[config.mk]
export PLATFORM = sky130hd
export DESIGN_NAME = scanner_ctrl
export DESIGN_NICKNAME = d
export VERILOG_FILES = /design/src/rtl/scanner_ctrl.sv
export SDC_FILE = /design/constraint.sdc
export NUM_CORES = 1
export LEC_CHECK = 0
export CAP_MARGIN = 20
export CELL_PAD_IN_SITES_DETAIL_PLACEMENT = 0
export CELL_PAD_IN_SITES_GLOBAL_PLACEMENT = 1
export CORE_MARGIN = 3
export CORE_UTILIZATION = 38
export DETAILED_ROUTE_END_ITERATION = 8
export MAX_ROUTING_LAYER = met4
export PLACE_DENSITY = 0.82
export SYNTH_ARGS = -nofsm -noshare
export SYNTH_HDL_FRONTEND = slang
export SYNTH_SLANG_ARGS = --single-unit
[constraint.sdc]
create_clock -name clk -period 2.75 [get_ports clk]
set_clock_uncertainty 0.05 [all_clocks]
set_input_delay 0.6875 -clock clk [delete_from_list [all_inputs] [get_ports clk]]
set_output_delay 0.6875 -clock clk [all_outputs]
set_load 0.05 [all_outputs]
[src/rtl/scanner_ctrl.sv]
// Scanner controller: sequences power-on, standby, scan fill, transfer drain and flush
// of an internally tracked scan buffer, with nearly-full flag and idle auto-standby.
module scanner_ctrl #(
   parameter int PROG_W       = 4,
   parameter int FULL         = 10,
   parameter int READY_AT     = 8,
   parameter int IDLE_TIMEOUT = 16,
   parameter int TO_W         = 5
) (
   input  logic              clk,
   input  logic              reset,
   input  logic              initialOn,
   input  logic              goToStandby,
   input  logic              startScan,
   input  logic              startTransfer,
   input  logic              flush,
   output logic [2:0]        state,
   output logic [PROG_W-1:0] prog,
   output logic              nearlyFull,
   output logic              scanDone,
   output logic              transferDone
);

   typedef enum logic [2:0] {
      ST_OFF          = 3'd0,
      ST_STANDBY      = 3'd1,
      ST_IDLE         = 3'd2,
      ST_SCANNING     = 3'd3,
      ST_TRANSFERRING = 3'd4,
      ST_FLUSHING     = 3'd5
   } state_e;

   localparam logic [PROG_W-1:0] FULL_C     = PROG_W'(FULL);
   localparam logic [PROG_W-1:0] READY_C    = PROG_W'(READY_AT);
   localparam logic [TO_W-1:0]   TIMEOUT_C  = TO_W'(IDLE_TIMEOUT);

   state_e            state_q, state_d;
   logic [PROG_W-1:0] prog_q, prog_d;
   logic [TO_W-1:0]   to_q, to_d, to_inc;
   logic              near_q, scan_done_q, scan_done_d, xfer_done_q, xfer_done_d;
   logic              prog_zero;

   assign prog_zero = (prog_q == '0);
   assign to_inc    = to_q + TO_W'(1);

   // NOTE: every output of this block is assigned a default first, so no latches are inferred.
   always_comb begin
      state_d     = state_q;
      prog_d      = prog_q;
      to_d        = '0;
      scan_done_d = 1'b0;
      xfer_done_d = 1'b0;
      case (state_q)
         ST_OFF: begin
            if (initialOn) state_d = ST_IDLE;
         end
         ST_IDLE: begin
            // Commands whose buffer condition fails are treated as absent.
            if (flush && !prog_zero)              state_d = ST_FLUSHING;
            else if (startTransfer && !prog_zero) state_d = ST_TRANSFERRING;
            else if (startScan && prog_zero)      state_d = ST_SCANNING;
            else if (goToStandby)                 state_d = ST_STANDBY;
            else if (prog_zero) begin
               if (to_inc == TIMEOUT_C) state_d = ST_STANDBY;
               else                     to_d    = to_inc;
            end
         end
         ST_STANDBY: begin
            if (flush && !prog_zero)              state_d = ST_FLUSHING;
            else if (startTransfer && !prog_zero) state_d = ST_TRANSFERRING;
            else if (startScan && prog_zero)      state_d = ST_SCANNING;
         end
         ST_SCANNING: begin
            if (flush) begin
               state_d = ST_FLUSHING;
            end else begin
               if (prog_q < FULL_C) prog_d = prog_q + PROG_W'(1);
               if (prog_d == FULL_C) begin
                  state_d     = ST_IDLE;
                  scan_done_d = 1'b1;
               end
            end
         end
         ST_TRANSFERRING: begin
            if (!prog_zero) prog_d = prog_q - PROG_W'(1);
            if (prog_d == '0) begin
               state_d     = ST_IDLE;
               xfer_done_d = 1'b1;
            end
         end
         ST_FLUSHING: begin
            prog_d  = '0;
            state_d = ST_IDLE;
         end
         default: begin
            state_d = ST_OFF;
            prog_d  = '0;
         end
      endcase
   end

   // NOTE: state registers use non-blocking assignments so all of them update together on the edge.
   always_ff @(posedge clk) begin
      if (reset) begin
         state_q     <= ST_OFF;
         prog_q      <= '0;
         to_q        <= '0;
         near_q      <= 1'b0;
         scan_done_q <= 1'b0;
         xfer_done_q <= 1'b0;
      end else begin
         state_q     <= state_d;
         prog_q      <= prog_d;
         to_q        <= to_d;
         near_q      <= (prog_d >= READY_C);
         scan_done_q <= scan_done_d;
         xfer_done_q <= xfer_done_d;
      end
   end

   assign state        = state_q;
   assign prog         = prog_q;
   assign nearlyFull   = near_q;
   assign scanDone     = scan_done_q;
   assign transferDone = xfer_done_q;

endmodule

* Word-level counts from Yosys, hierarchy flattened
Index checks and enable logic that the tools add are counted.
** Storage, ports and cells
- Flip-flop bits (word level) :: 15
- Input port bits :: 7
- Output and inout bits :: 10
- Word-level logic and storage cells :: 63
** Cells by class
- $add $sub $neg :: 3
- Magnitude comparators :: 2
- Eq/ne operators :: 13
- Multiplexer cells :: 23
- Bitwise operators :: 4
- Reductions and logical operators :: 12
** Operators with widths (count)
- 3-bit 2-to-1 mux :: 13
- 4-bit 2-to-1 mux :: 6
- 3-bit case mux with 6 select lines :: 1
- 6-bit != test, second input constant :: 2
- 4-bit case mux with 3 select lines :: 1
- 4-bit zero test :: 2
- 8-bit OR reduction :: 1
- 3-bit by 2-bit == test with 1-bit output, second input constant :: 2
- 3-bit == test, second input constant :: 2
- 6-bit AND reduction :: 1
- 3-bit OR reduction :: 2
- 5-bit by 1-bit adder with 5-bit output, second input constant :: 1
- 5-bit == test, second input constant :: 1
- 4-bit by 1-bit adder with 4-bit output, second input constant :: 1
- 4-bit == test, second input constant :: 1
- 4-bit >= comparator, second input constant :: 1
- 4-bit less-than comparator, second input constant :: 1
- 2-bit != test, second input constant :: 2
- 4-bit != test, second input constant :: 1
- 1-bit inverter :: 4
- 4-bit by 1-bit subtractor with 4-bit output, second input constant :: 1
- 3-bit by 1-bit == test with 1-bit output, second input constant :: 1
- 1-bit logical AND :: 3
- 3-bit zero test :: 1
- other kinds (4) :: 5

* Logic depth before layout (Yosys ltp)
- Depth after elaboration :: 9
- Mapped depth :: 9
- Depth with buffers taken out :: 8

* Least setup slack after synthesis
Ideal clock, no wire load.
- Kind :: register to register
- Start :: reg prog_q[0] (netlist: prog[0])
- End :: reg state_q[0] (netlist: state[0])
- Setup time :: 87 ps
- Arrival :: 2170 ps
- Required time :: 2613 ps
- Setup slack :: 443 ps
- Cell stages (with the launch flop) :: 9
- Path buffers :: 0
- Period minus slack after synthesis :: 2307 ps
- Cells stage by stage :: dfxtp_1 -> inv_1 -> ha_1 -> nand2_1 -> nor4_1 -> a21oi_1 -> a22oi_2 -> o221ai_2 -> o31ai_1
** On the way
- Word-level cells in the longest chain between the ends :: 7
- Elaborated cells between the ends (all ways) :: 27
- Classes of those cells :: add/sub (2); order compare (1); eq/ne (6); mux (11); reduce/logical (7)
** RTL lines
- start: declaration :: line 38 : logic [PROG_W-1:0] prog_q, prog_d;
- start signal: assignment :: line 113 : prog_q <= prog_d;
- 4-bit by 1-bit adder with 4-bit output / 4-bit less-than comparator (equally long branches) :: line 77 : if (prog_q < FULL_C) prog_d = prog_q + PROG_W'(1);
- 4-bit 2-to-1 mux :: line 77
- 4-bit 2-to-1 mux :: line 74 : if (flush) begin
- 4-bit 2-to-1 mux :: line 53 : case (state_q)
- 4-bit == test :: line 78 : if (prog_d == FULL_C) begin
- 3-bit != test (no source line)
- 6-bit AND reduction (no source line)
- end signal: assignment :: line 112 : state_q <= state_d;
- end: declaration :: line 37 : state_e state_q, state_d;
Parallel ways exist; a longest one is shown, timed or not. The select of a mux whose other input is x is not followed.
A chain may end at the register's enable or synchronous reset.

==> qor.txt <==
Cell count after synthesis = 117
Clk sinks = 14
Combinational fraction of design power = 39.6%
Post-synth EDFFs = 0
Hold_ws = 0.4227 ns
Fill cell count = 239
Drt total wl = 2238 µm
Clk pwr share = 22.1%
Ys flop type = dfxtp_1
Die ar. = 3190 µm²
RSZ-0062 raised after global routing = no
Initial core utilization = 41.77%
First-pass GRT wire length = 3815 µm
Post-DP Area = 1112 µm²
VDD IR max = 0.3811 mV
Critical path endpoint category = output pin
Cell area after layout = 1149 µm²
Crit path max fanout = 13
Adder-Cell Fraction of Synth Area = 5.168%
CTS tree = yes
Unique masters post-synth = 44
Commonest cells after routing, fill and taps aside = 16 x clkdlybuf4s50_1, 14 x nor2_1, 14 x dfxtp_1
Final Hold Viols = 0
Detailed placement HPWL = 1655 µm
# setup viols final = 0
Remaining DRCs = 0
Post-cts repair resize count = 0
Number of post-CTS setup repair buffers = 0
Slew margin rel. = 50.39%
Worst slew pin tran = 0.7426 ns
Row count = 17
Min cycle time layout = 2.463 ns
Boundary pin count = 17
Mux cell area share after synthesis = 2.196%
Worst skew pair latency = 0.28 ns
Outcome = finished clean
Crit-path slowest cell = clkdlybuf4s50_1
IO buf count = 16
CTS buffer count = 3
CP peak stage delay = 0.88 ns
Int Pwr = 0.4160 mW
Crit path kind = reg -> out
Sequential cell fraction of total power = 38.4%
Clock root cell = clkbuf_4
Setup TNS Final = 0 ns
Max H-tree Level = 1
Post-synthesis xor/xnor area fraction = 6.331%
Iter 0 DRT Violations = 15
CP Cell Sequence = clkdlybuf4s50_1
Seq/Total Area, Yosys = 28.94%
Chip Width = 56.48 µm
Tcrit/Tclk final = 89.58%
Critical Path AT = 1.73 ns
Static leakage = 0.4091 nW
Die Y = 56.48 µm
Max-slew violations = 0
Largest net degree at the start of global routing = 14
Buffers & Inverters on Critical Path = 1
Initial DRT Pass Iterations = 4
Drt wl/cell = 14.16 µm
Syn nets = 128
Crit path setup slack, layout = 0.2865 ns
Clock Path Buffers = 2
Layout Area Growth over Synthesis = 18.60%
Critical Path RT = 2.01 ns
Ys async rst share = 0%
Seq cells post-synth = 14
Gr usage total = 15.40%
Yosys warning total = 0
Syn avg cell area = 8.277 µm²
Post-synthesis simple-gate area fraction = 28.94%
CTS Hold Bufs = 0
Most common cell after layout, fill and taps aside = clkdlybuf4s50_1
Clock slew at reported path FFs = 0.09 ns
Number of global-route vias before repair = 859
Core Util, Final = 49.54%
Core ar. = 2318 µm²
Combinational family with the most area after synthesis = simple AND/OR/NAND/NOR gates
Sw frac = 39.57%
# diodes = 0
GRT overflow = 0
Via-to-Cell Ratio = 5.627
Startpoint Class = flip-flop
Final ANT Viol Nets = 0
Number of max-cap violations = 0
Fin nets = 142
Psw = 0.2724 mW
PD cells = 599.4 nW/µm²
Pre-CTS setup slack = 0.2820 ns
Share of layout cells above drive strength 1 = 9.231%
Compound-Gate Fraction of Synth Area = 20.80%
Fmax = 405.9 MHz
Initial antenna violation count = 0
Crit path max-delay family = buffers and inverters
Mapped Area = 968.4 µm²
Via Count = 889
Hold crit path type = reg -> reg
Gpl congestion = 0.8385
[power by group through the flow]
stage	Sequential (mW)	Clock (mW)	Combinational, mW
floorplan	0.297	0	0.186
global placement	0.269	0	0.269
detailed placement	0.268	0	0.273
CTS	0.263	0.157	0.273
global route	0.270	0.168	0.295
finish	0.264	0.152	0.272
[cells by family (layout without fill, tap and decap cells)]
kind of cell	Yosys count	after routing
DFF	14	14
xor gates and xnor gates	7	7
adders and majority gates	4	4
muxes	2	2
AOI/OAI and AO/OA	27	27
buffers and inverters	12	25
and+or+nand+nor	51	51
[state kept, by name, indices dropped and copies added (netlist names)]
signal	flops
scanDone	1
transferDone	1
to_q	5
state	3
prog	4
[layout make-up]
type | instances | area, µm² | share of cell area (%)
clock buffer | 4 | 36.28 | 3.159
inverter | 4 | 15.01 | 1.307
multi-input combinational | 91 | 614.3 | 53.49
timing repair buffer | 17 | 167.7 | 14.60
sequential | 14 | 280.3 | 24.40
tap | 28 | 35.03 | 3.050
[worst register-to-register path, stage by stage (launching register included)]
cell,delay (ns)
dfxtp_1,0.39
inv_1,0.15
ha_1,0.29
or3b_1,0.52
nand2_4,0.12
o211ai_2,0.09
a22oi_2,0.22
o221ai_2,0.14
o31ai_1,0.25
[cells in the mapped netlist (3+ instances only)]
library cell   n  share of area [%]
a21oi_1        6                3.1
buf_6          3                3.5
inv_1          4                1.5
nand3_1        4                2.1
nor2_1        14                5.4
xnor2_1        3                2.7
nand2_1       10                3.9
ha_1           4                5.2
nor4_1         3                1.9
nor3b_1        4                3.1
dfxtp_1       14                 29
o21ai_0        4                2.1
xor2_1         4                3.6
[path summary, 6_finish.rpt]
path | start | end | slack [ns] | cells past startpoint
setup reg to reg | prog[0]$_SDFF_PP0_ | state[0]$_SDFFE_PP0P_ | 0.43 | 8
hold / removal | to_q[0]$_SDFF_PP0_ | to_q[0]$_SDFF_PP0_ | 0.42 | 1
setup / recovery | prog[3]$_SDFF_PP0_ | nearlyFull | 0.29 | 1
hold reg to reg | to_q[0]$_SDFF_PP0_ | to_q[0]$_SDFF_PP0_ | 0.42 | 1
[stage by stage]
step / std cells / power [mW]
finish: 158 / 0.6885
global route: 158 / 0.7332
CTS: 158 / 0.6932
detailed placement: 154 / 0.5411
global placement: 154 / 0.5385
floorplan: 117 / 0.4832
[routing by layer]
layer | global-route usage [%] | vias up | routed length (µm)
li1 | - | 445 | -
met1 | 19.39 | 420 | 1084
met2 | 24.26 | 20 | 1041
met3 | 3.448 | 4 | 83
met4 | 5.085 | 0 | 27
met5 | - | - | 0
(Power assumes the default switching activity.)
